**src/rtl/drac_pkg.sv**
```systemverilog
// Shared types and constants for the dcache request arbiter slice.
package drac_pkg;

  localparam int DCACHE_NUM_REQ   = 3;
  localparam int DCACHE_TID_W     = 7;
  localparam int DCACHE_SID_W     = 2;
  localparam int DCACHE_MAX_OUTST = 8;

  typedef enum logic [3:0] {
    HPDCACHE_REQ_LOAD     = 4'h0,
    HPDCACHE_REQ_STORE    = 4'h1,
    HPDCACHE_REQ_AMO_SWAP = 4'h2,
    HPDCACHE_REQ_AMO_ADD  = 4'h3,
    HPDCACHE_REQ_AMO_AND  = 4'h4,
    HPDCACHE_REQ_AMO_OR   = 4'h5,
    HPDCACHE_REQ_AMO_XOR  = 4'h6,
    HPDCACHE_REQ_AMO_MAX  = 4'h7,
    HPDCACHE_REQ_AMO_MIN  = 4'h8
  } hpdcache_req_op_t;

  typedef struct packed {
    logic [31:0]             addr;
    logic [31:0]             wdata;
    hpdcache_req_op_t        op;
    logic [DCACHE_TID_W-1:0] tid;
    logic [DCACHE_SID_W-1:0] sid;
  } hpdcache_req_t;

  typedef struct packed {
    logic [31:0]             rdata;
    logic                    error;
    logic [DCACHE_TID_W-1:0] tid;
    logic [DCACHE_SID_W-1:0] sid;
  } hpdcache_rsp_t;

  typedef enum logic [1:0] {ARB, HOLD, DRAIN, AMO_WAIT} arb_state_t;

  function automatic logic is_amo(input hpdcache_req_op_t op);
    return op inside {HPDCACHE_REQ_AMO_SWAP, HPDCACHE_REQ_AMO_ADD, HPDCACHE_REQ_AMO_AND,
                      HPDCACHE_REQ_AMO_OR, HPDCACHE_REQ_AMO_XOR, HPDCACHE_REQ_AMO_MAX,
                      HPDCACHE_REQ_AMO_MIN};
  endfunction

endpackage

```
**src/rtl/dcache_txn_tracker.sv**
```systemverilog
// Per-requester transaction tracker: one pending bit per tid plus an
// outstanding-request counter. A set and clear on the same bit keeps it set.
module dcache_txn_tracker
  import drac_pkg::*;
#(
  parameter int TID_W     = DCACHE_TID_W,
  parameter int MAX_OUTST = DCACHE_MAX_OUTST
) (
  input  logic             clk_i,
  input  logic             rstn_i,
  input  logic             i_set,
  input  logic [TID_W-1:0] i_set_tid,
  input  logic             i_clr,
  input  logic [TID_W-1:0] i_clr_tid,
  input  logic [TID_W-1:0] i_qry_tid,
  output logic             o_eligible,
  output logic             o_clr_hit,
  output logic             o_empty
);

  localparam int CNT_W = $clog2(MAX_OUTST + 1);
  localparam int NTID  = 2 ** TID_W;

  logic [NTID-1:0]  r_pending;
  logic [CNT_W-1:0] r_outst;
  logic [NTID-1:0]  w_set_mask;
  logic [NTID-1:0]  w_clr_mask;

  // Decode set/clear requests into one-hot bit masks.
  always_comb begin
    w_set_mask = '0;
    w_clr_mask = '0;
    w_set_mask[i_set_tid] = i_set;
    w_clr_mask[i_clr_tid] = i_clr;
  end

  // Pending table and counter; a same-cycle set and clear nets to no count change.
  always_ff @(posedge clk_i or negedge rstn_i) begin
    if (!rstn_i) begin
      r_pending <= '0;
      r_outst   <= '0;
    end else begin
      r_pending <= (r_pending & ~w_clr_mask) | w_set_mask;
      case ({i_set, i_clr})
        2'b10:   r_outst <= r_outst + CNT_W'(1);
        2'b01:   r_outst <= r_outst - CNT_W'(1);
        default: r_outst <= r_outst;
      endcase
    end
  end

  assign o_eligible = !r_pending[i_qry_tid] && (r_outst < CNT_W'(MAX_OUTST));
  assign o_clr_hit  = r_pending[i_clr_tid];
  assign o_empty    = (r_outst == '0);

endmodule

```
**src/rtl/dcache_req_arbiter.sv**
```systemverilog
// Round-robin arbiter sharing one HPDC request port between requesters,
// with AMO serialisation and sid-based response routing.
//
// state    | meaning
// ARB      | pick first eligible requester from rr_ptr, issue same cycle
// HOLD     | latched grantee presented until the cache accepts it
// DRAIN    | AMO latched, waiting for all outstanding requests to retire
// AMO_WAIT | AMO sent, no grants until its response returns
module dcache_req_arbiter
  import drac_pkg::*;
#(
  parameter int NUM_REQ   = DCACHE_NUM_REQ,
  parameter int TID_W     = DCACHE_TID_W,
  parameter int MAX_OUTST = DCACHE_MAX_OUTST
) (
  input  logic               clk_i,
  input  logic               rstn_i,
  input  logic [NUM_REQ-1:0] req_valid_i,
  input  hpdcache_req_t      req_i [NUM_REQ],
  output logic [NUM_REQ-1:0] req_ready_o,
  output logic               core_req_valid_o,
  output hpdcache_req_t      req_dcache_o,
  input  logic               dcache_ready_i,
  input  logic               dcache_valid_i,
  input  hpdcache_rsp_t      rsp_dcache_i,
  output logic [NUM_REQ-1:0] rsp_valid_o,
  output hpdcache_rsp_t      rsp_o,
  output logic               sid_err_o,
  output logic               busy_o
);

  localparam int SID_W = DCACHE_SID_W;

  arb_state_t              r_state, w_next_state;
  logic [SID_W-1:0]        r_grant, w_gnt, w_pick, r_rr_ptr, r_amo_sid;
  logic [DCACHE_TID_W-1:0] r_amo_tid;
  logic                    r_sid_err;
  logic                    w_found, w_issue, w_send, w_total_zero, w_rsp_ok;
  logic [NUM_REQ-1:0]      w_trk_elig, w_trk_hit, w_trk_empty, w_clr;

  for (genvar gi = 0; gi < NUM_REQ; gi++) begin : g_trk
    dcache_txn_tracker #(.TID_W(TID_W), .MAX_OUTST(MAX_OUTST)) u_trk (
      .clk_i      (clk_i),
      .rstn_i     (rstn_i),
      .i_set      (req_ready_o[gi]),
      .i_set_tid  (req_i[gi].tid),
      .i_clr      (w_clr[gi]),
      .i_clr_tid  (rsp_dcache_i.tid),
      .i_qry_tid  (req_i[gi].tid),
      .o_eligible (w_trk_elig[gi]),
      .o_clr_hit  (w_trk_hit[gi]),
      .o_empty    (w_trk_empty[gi])
    );
  end

  assign w_total_zero = &w_trk_empty;
  assign busy_o       = !w_total_zero || (r_state != ARB);
  assign sid_err_o    = r_sid_err;
  assign rsp_o        = rsp_dcache_i;
  assign rsp_valid_o  = w_clr;
  assign w_rsp_ok     = |w_clr;

  // Route a response only when its sid is in range and its tid is pending.
  always_comb begin
    w_clr = '0;
    for (int i = 0; i < NUM_REQ; i++)
      w_clr[i] = dcache_valid_i && (rsp_dcache_i.sid == SID_W'(i)) && w_trk_hit[i];
  end

  // Round-robin scan starting at rr_ptr, wrapping at NUM_REQ.
  always_comb begin
    int idx;
    w_found = 1'b0;
    w_pick  = '0;
    for (int k = 0; k < NUM_REQ; k++) begin
      idx = int'(r_rr_ptr) + k;
      if (idx >= NUM_REQ) idx = idx - NUM_REQ;
      if (!w_found && req_valid_i[idx] && w_trk_elig[idx]) begin
        w_found = 1'b1;
        w_pick  = SID_W'(idx);
      end
    end
  end

  // FSM state register.
  always_ff @(posedge clk_i or negedge rstn_i) begin
    if (!rstn_i) r_state <= ARB;
    else         r_state <= w_next_state;
  end

  // Next state, grantee selection and issue decision.
  always_comb begin
    w_next_state = r_state;
    w_gnt        = r_grant;
    w_issue      = 1'b0;
    case (r_state)
      ARB: begin
        if (w_found) begin
          w_gnt = w_pick;
          if (is_amo(req_i[w_pick].op) && !w_total_zero) begin
            w_next_state = DRAIN;
          end else begin
            w_issue = 1'b1;
            if (dcache_ready_i) w_next_state = is_amo(req_i[w_pick].op) ? AMO_WAIT : ARB;
            else                w_next_state = HOLD;
          end
        end
      end
      HOLD: begin
        w_issue = 1'b1;
        if (dcache_ready_i) w_next_state = is_amo(req_i[r_grant].op) ? AMO_WAIT : ARB;
      end
      DRAIN: begin
        if (w_total_zero) begin
          w_issue      = 1'b1;
          w_next_state = dcache_ready_i ? AMO_WAIT : HOLD;
        end
      end
      AMO_WAIT: begin
        if (w_rsp_ok && (rsp_dcache_i.sid == r_amo_sid) && (rsp_dcache_i.tid == r_amo_tid))
          w_next_state = ARB;
      end
      default: w_next_state = ARB;
    endcase
  end

  assign w_send = w_issue && dcache_ready_i;

  // Drive the HPDC request from the grantee, with sid replaced by its index.
  always_comb begin
    core_req_valid_o = w_issue;
    req_dcache_o     = '0;
    req_ready_o      = '0;
    if (w_issue) begin
      req_dcache_o     = req_i[w_gnt];
      req_dcache_o.sid = w_gnt;
    end
    for (int i = 0; i < NUM_REQ; i++)
      req_ready_o[i] = w_send && (w_gnt == SID_W'(i));
  end

  // Grant latch, rr pointer, AMO identity and sticky sid error.
  always_ff @(posedge clk_i or negedge rstn_i) begin
    if (!rstn_i) begin
      r_grant   <= '0;
      r_rr_ptr  <= '0;
      r_amo_sid <= '0;
      r_amo_tid <= '0;
      r_sid_err <= 1'b0;
    end else begin
      r_grant <= w_gnt;
      if (w_send) begin
        r_rr_ptr  <= (w_gnt == SID_W'(NUM_REQ - 1)) ? '0 : w_gnt + SID_W'(1);
        r_amo_sid <= w_gnt;
        r_amo_tid <= req_i[w_gnt].tid;
      end
      if (dcache_valid_i && !w_rsp_ok) r_sid_err <= 1'b1;
    end
  end

  // A requester whose request is being held must not withdraw it.
  a_hold_valid: assert property (@(posedge clk_i) disable iff (!rstn_i)
    (r_state inside {HOLD, DRAIN}) |-> req_valid_i[r_grant]);

endmodule

```
**config.mk**
```make
export PLATFORM = sky130hd
export DESIGN_NAME = dcache_req_arbiter
export DESIGN_NICKNAME = d
export VERILOG_FILES = /design/src/rtl/drac_pkg.sv /design/src/rtl/dcache_txn_tracker.sv /design/src/rtl/dcache_req_arbiter.sv
export SDC_FILE = /design/constraint.sdc
export NUM_CORES = 1
export LEC_CHECK = 0
export ABC_AREA = 1
export BUFFER_PORTS_ARGS = -buffer_cell sky130_fd_sc_hd__buf_2
export CORE_UTILIZATION = 45
export CTS_CLUSTER_SIZE = 16
export DETAILED_ROUTE_END_ITERATION = 8
export PLACE_DENSITY_LB_ADDON = 0.05
export SETUP_SLACK_MARGIN = 0.4
export SYNTH_ARGS = -nofsm -noshare
export SYNTH_HDL_FRONTEND = slang
export SYNTH_HIERARCHICAL = 1
export SYNTH_SLANG_ARGS = --single-unit
export TNS_END_PERCENT = 20
```
**constraint.sdc**
```tcl
create_clock -name clk_i -period 5.03 [get_ports clk_i]
set_input_delay 1.006 -clock clk_i [delete_from_list [all_inputs] [get_ports clk_i]]
set_output_delay 1.006 -clock clk_i [all_outputs]
set_load 0.02 [all_outputs]
```
# Word-level counts from Yosys, hierarchy flattened
# Cells that the tools add are included.
# word_totals
register_bits	412
in_bits	280
output_inout_bits	128
elab_cells	221
# op_classes
eq_ne	33
muxes	77
n_lt_le_gt_ge	20
n_addsub	12
n_bitwise	18
n_reduce_logical	49
# ops
cell	count
bitwise AND 128 bit	9
binary-select mux 77 bit (select 2 bit)	3
NOT 128 bit	3
OR 128 bit	3
two-way mux 77 bit	3
less-than comparator 32 x 4 -> 1 bit, second input constant	3
two-way mux 32 bit	3
two-way mux 13 bit	4
binary-select mux 1 bit (select 7 bit)	6
equality test 4 x 3 -> 1 bit, second input constant	8
less-than comparator 7 x 8 -> 1 bit, second input constant	4
two-way mux 2 bit	15
demux 1 bit (select 7 bit)	4
greater-or-equal comparator 7 x 1 -> 1 bit, second input constant	4
two-way mux 1 bit	28
logical AND 1 bit	26
case mux 4 bit (2 select lines)	3
equality test 4 x 2 -> 1 bit, second input constant	4
equality test 2 bit, second input constant	7
nonzero test 7 bit	2
adder 4 x 1 -> 4 bit, second input constant	3
binary-select mux 1 bit (select 2 bit)	6
equality test 2 x 1 -> 1 bit, second input constant	6
zero test 4 bit	3
24 further kinds	49

# Logic depth before layout (Yosys ltp)
# logic_depth
depth_word	31
ltp_mapped	41
mapped_depth_nobuf	37

# Cells and area by module
# Netlist, hierarchy kept.
# modules_own_cells
mod	area_each_um2	seq_area_each_um2	cells_each	n_inst
dcache_txn_tracker at g_trk[0].u_trk	7940.1	3303.2	1154	1
dcache_txn_tracker at g_trk[1].u_trk	7926.4	3303.2	1159	1
dcache_txn_tracker at g_trk[2].u_trk	7906.3	3303.2	1159	1
dcache_req_arbiter	3443.3	400.4	679	1

# Worst setup path before layout
# Ideal clock, no wire load.
# synth_timing
path_kind	in2reg
from	in req_i[2] (netlist bit)
to	reg g_trk[2].u_trk.r_outst[3]
setup_time_ns	0.121
arrival_ns	5.258
n_path_buf	5
stages	40
slack_ns	-0.350
required_time_ns	4.909
path_cell_list	buf_2 inv_2 buf_4 buf_4 nand2_1 nand3_1 nand3_1 nand2_1 nand2_1 nand3_1 nand3_1 a21oi_1 nor2_1 nand2_1 inv_1 nand2_1 nand2_2 nor2_4 (+4 left out) nand2_1 nand4_1 nand2_1 nand2_1 nand2_1 buf_2 nor2_1 clkbuf_1 inv_1 ha_1 ha_1 nand2_1 nor2_1 a211oi_1 nor2_1 nor2_1 nand2_1 xor2_1
# synth_between
elab_chain_len	31
elab_cells_between_ends	51
classes_between	eq/ne (10); mux (26); bitwise (1); reduce/logical (14)
# synth_lines
item	line	text
from (decl)	dcache_req_arbiter.sv:19	input hpdcache_req_t req_i [NUM_REQ],
binary-select mux 1 bit (select 7 bit) (*)	dcache_txn_tracker.sv:52	assign o_eligible = !r_pending[i_qry_tid] && (r_outst < CNT_W'(MAX_OUTST));
two-way mux 1 bit (not written as such) (*)	dcache_txn_tracker.sv:52	
zero test 1 bit (*)	dcache_txn_tracker.sv:52	
logical AND 1 bit (*)	dcache_txn_tracker.sv:52	
net w_trk_elig[2]	dcache_req_arbiter.sv:39	logic [NUM_REQ-1:0] w_trk_elig, w_trk_hit, w_trk_empty, w_clr;
binary-select mux 1 bit (select 2 bit)	dcache_req_arbiter.sv:78	if (!w_found && req_valid_i[idx] && w_trk_elig[idx]) begin
two-way mux 1 bit (not written as such) (2 in series)	dcache_req_arbiter.sv:78	
logical AND 1 bit	dcache_req_arbiter.sv:78	
(+16 left out)	-	
two-way mux 1 bit	dcache_req_arbiter.sv:100	if (is_amo(req_i[w_pick].op) && !w_total_zero) begin
two-way mux 1 bit	dcache_req_arbiter.sv:98	if (w_found) begin
case mux 1 bit (3 select lines)	dcache_req_arbiter.sv:96	case (r_state)
logical AND 1 bit	dcache_req_arbiter.sv:127	assign w_send = w_issue && dcache_ready_i;
logical AND 1 bit (*)	dcache_req_arbiter.sv:139	req_ready_o[i] = w_send && (w_gnt == SID_W'(i));
net req_ready_o[2]	dcache_req_arbiter.sv:20	output logic [NUM_REQ-1:0] req_ready_o,
equality test 2 x 1 -> 1 bit or equality test 2 bit (tied branches)	dcache_txn_tracker.sv:44	case ({i_set, i_clr})
case mux 4 bit (2 select lines) or nonzero test 2 bit (tied branches)	-	
to (signal assigned)	dcache_txn_tracker.sv:45	2'b10: r_outst <= r_outst + CNT_W'(1);
to (signal assigned)	dcache_txn_tracker.sv:46	2'b01: r_outst <= r_outst - CNT_W'(1);
to (signal assigned)	dcache_txn_tracker.sv:47	default: r_outst <= r_outst;
to (decl)	dcache_txn_tracker.sv:25	logic [CNT_W-1:0] r_outst;
# Mark *: on every way through the listed nets, which the timed path passes. The rest lies on a longest branch. The select of a mux whose other input is x is not followed.
# A chain may end at the register's enable or synchronous reset.

==> flow_summary.toml <==
[yosys]
synth.area.top_cells = "dfrtp_1 (38%), nand2_1 (20%), o21ai_0 (15%), nand3_1 (6.9%), a21oi_1 (4.0%)"
synth.most_common_cell = "nand2_1"
syn_inst = 4151
yosysTopAreaCellShare_pct = 37.88
syn_avg_cell_area_sq_um = 6.557
syn_area_sq_um = 27220
synth_ff_type = "dfrtp_1"
synth_cell_types = 39
syn-num-nets = 4446
yosysTopAreaCell = "dfrtp_1"
synth_seq_area_share_pct = 37.88
synth_warnings = 6
yosys_register_bits = 412
synth_common_cells = "nand2_1 (1459), o21ai_0 (817), dfrtp_1 (412), nand3_1 (373), a21oi_1 (220)"
async_flop_share_pct = 100.0
synth_edf_count = 0

[timing]
drv_slew = 0
fin_ws_ns = -0.5658
relSlewSlack_pct = 39.43
min_period_ns = 5.596
rsz0062_at_grt = "yes"
skew_ns = 0.04387
holdWs_ns = 0.4580
finalHoldViolations = 0
tightest_slew_ns = 0.9085
setup_violations = 81
min_period_over_period_pct = 111.2
fmax_mhz = 178.7
tns_ns = -32.56

[worst_setup_path]
regToRegSetupSlack_ns = 0.51
critPathArrivalTime_ns = 4.59
critPathSlowestCell = "nor2_4"
crit_path_start = "req_i[156]"
critPathMaxStageDelay_ns = 0.22
reg2reg_depth = 38
critPathLaunchType = "input pin"
cp_max_fo = 7
worstPathRequired_ns = 4.02
crit_end = "req_dcache_o[38]"
crit_path_end_kind = "output pin"
crit_type = "input pin to output pin"
crit_path_frequent_cell = "nand2_2"
r2r-start = "g_trk[1].u_trk/r_pending[119]$_DFF_PN0_"
r2r_end = "g_trk[1].u_trk/r_outst[3]$_DFFE_PN0P_"

[layout]
seqCellArea_sq_um = 10310
drive_gt1_share_pct = 22.70
fillers = 5718
multi_input_area_sq_um = 15630
nNetsFinal = 4924
final_util_pct = 60.60
syn_to_final_growth_pct = 32.16

[global_route]
grt_pass1_wl_mm = 184.9
grt_pass1_vias = 30210
grt_max_degree = 108
grt_usage_pct = 40.01
antenna_found_initial = 15
globalRouteOverflowTotal = 0

[flow_run]
maxCapViolCount = 0

[pwr]
seqPwrFrac_pct = 37.5
ir_drop_mv = 0.2379
power.share.switching_pct = 29.17
pwr_density_cell_nw_per_um2 = 248.7
clkPwrFrac_pct = 44.0
switchingPower_mw = 2.609
intPower_mw = 6.336
power_mw = 8.945
p_leak_nw = 16.65
p_comb_share_pct = 18.5

[floorplan]
die_y_um = 247.9
rows = 89
die_x_um = 247.9
core_area_sq_um = 59350
die_area_sq_um = 61470
pin_count = 408
initial_core_util_pct = 45.85

[routing]
ant_nets = 0
first_iter_violations = 3475
num_vias = 32150
avgViaCountPerCell = 5.892
routed_wl_mm = 126.4
firstDrtPassIters = 7
wl_per_cell_um = 23.16
drc_errors = 0

[clock_tree]
numCtsBuffers = 49
clockBufferDepth = 3
cts_tree = "done"
clkLatencyLatePin_ns = 0.64
clockRootBuffer = "clkbuf_16"
clock-sinks = 412
h-tree-depth = 2
clk_pin_slew_ns = 0.06

[place]
routabilityCongestion = 0.9986
port_buffers = 335
place_hpwl_mm = 85.91
dpl_worst_slack_ns = -0.6914

[status]
violations = "negative setup slack"
outcome = "finished with violations"

[min_path]
hp-class = "input pin to async pin"
## cell usage in the layout, fill, tap and decap left out, types with 5 or more instances in the layout
cell / count
buf_16: 14
nand3_1: 306
xor2_1: 6
nand2_4: 16
xnor2_1: 7
o21ai_2: 5
bufbuf_16: 5
a21oi_2: 26
clkbuf_16: 58
buf_4: 300
inv_2: 19
buf_2: 250
diode_2: 14
buf_12: 75
nor2_2: 14
nand3_2: 66
inv_1: 196
nand2_1: 1372
a21oi_4: 6
o22ai_1: 24
a21oi_1: 188
clkbuf_1: 9
buf_6: 43
o21ai_1: 61
o21ai_0: 801
ha_4: 9
clkbuf_8: 9
nor2_1: 151
nor3_1: 25
dfrtp_1: 412
nand4_1: 31
clkinv_2: 11
nor2_4: 16
bufinv_16: 9
nand2_2: 74
## cell families after synthesis
| logic type | share of synthesized area (%) |
|---|---|
| adders and majority gates | 0.7723 |
| xor gates and xnor gates | 0.4184 |
| AOI/OAI and AO/OA | 20.86 |
| DFF | 37.88 |
| buffers and inverters | 8.905 |
| and+or+nand+nor | 31.16 |
## repair_timing
action,in CTS,in global routing
pin swaps,31,89
cloned,18,10
hold endpoints to repair,0,0
hold buffers,0,0
buffers inserted,18,9
setup endpoints to repair,85,112
gates resized for setup,220,220
## registers in the layout (all words and copies together) (netlist names)
register	flops
r_amo_sid	2
g_trk.u_trk/r_outst	12
r_grant	2
g_trk.u_trk/r_pending	384
r_state	2
r_amo_tid	7
r_rr_ptr	2
sid_err_o	1
## final cells by class
type                       instances  share of cell area (%)
multi-input combinational       3237                   43.44
clock inverter                    25                   1.061
tap                              773                   2.689
timing repair buffer             703                   17.64
sequential                       412                   28.66
antenna                           14                 0.09740
inverter                         226                   2.557
clock buffer                      67                   3.847
## critical path: cells and delay by family
kind / cells / cell delay (ns)
buf+inv: 11 / 1.37
simple gates: 23 / 2.06
compound gates: 2 / 0.11
## metal layers
metal	wire, um	vias up	GRT usage (%)
met4	8775	0	26.13
met1	47530	15120	50.43
met5	0	-	0
met2	57260	1891	61.98
li1	-	14710	-
met3	12820	431	8.402
## stage by stage
step / instance area [sq um] / std cells
after floorplan: 27540 / 4151
after global placement: 31690 / 5296
final: 35970 / 5457
after CTS: 34870 / 5424
after detailed placement: 31690 / 5296
after global routing: 35960 / 5455
## power groups by stage
stage | Sequential (mW) | Combinational [mW] | Clock (mW)
2_1_floorplan | 3.41 | 0.710 | 0
3_3_place_gp | 3.42 | 1.33 | 0
3_5_place_dp | 3.42 | 1.34 | 0
4_1_cts | 3.36 | 1.50 | 3.96
5_1_grt | 3.36 | 1.75 | 4.10
6_report | 3.36 | 1.65 | 3.94
## how the worst min path moves through the flow
stage | slack [ns] | start | endpoint | cells after the start
floorplan | 0.46 | r_amo_tid[4]$_DFFE_PN0P_ | r_amo_tid[4]$_DFFE_PN0P_ | 2
global placement | 0.46 | sid_err_o$_DFFE_PN0P_ | sid_err_o$_DFFE_PN0P_ | 1
detailed placement | 0.46 | sid_err_o$_DFFE_PN0P_ | sid_err_o$_DFFE_PN0P_ | 1
CTS | 0.48 | sid_err_o$_DFFE_PN0P_ | sid_err_o$_DFFE_PN0P_ | 1
global route | 0.51 | sid_err_o$_DFFE_PN0P_ | sid_err_o$_DFFE_PN0P_ | 1
finish | 0.46 | rstn_i | g_trk[2].u_trk/r_pending[115]$_DFF_PN0_ | 1
Power figures use the tool's default switching activity.
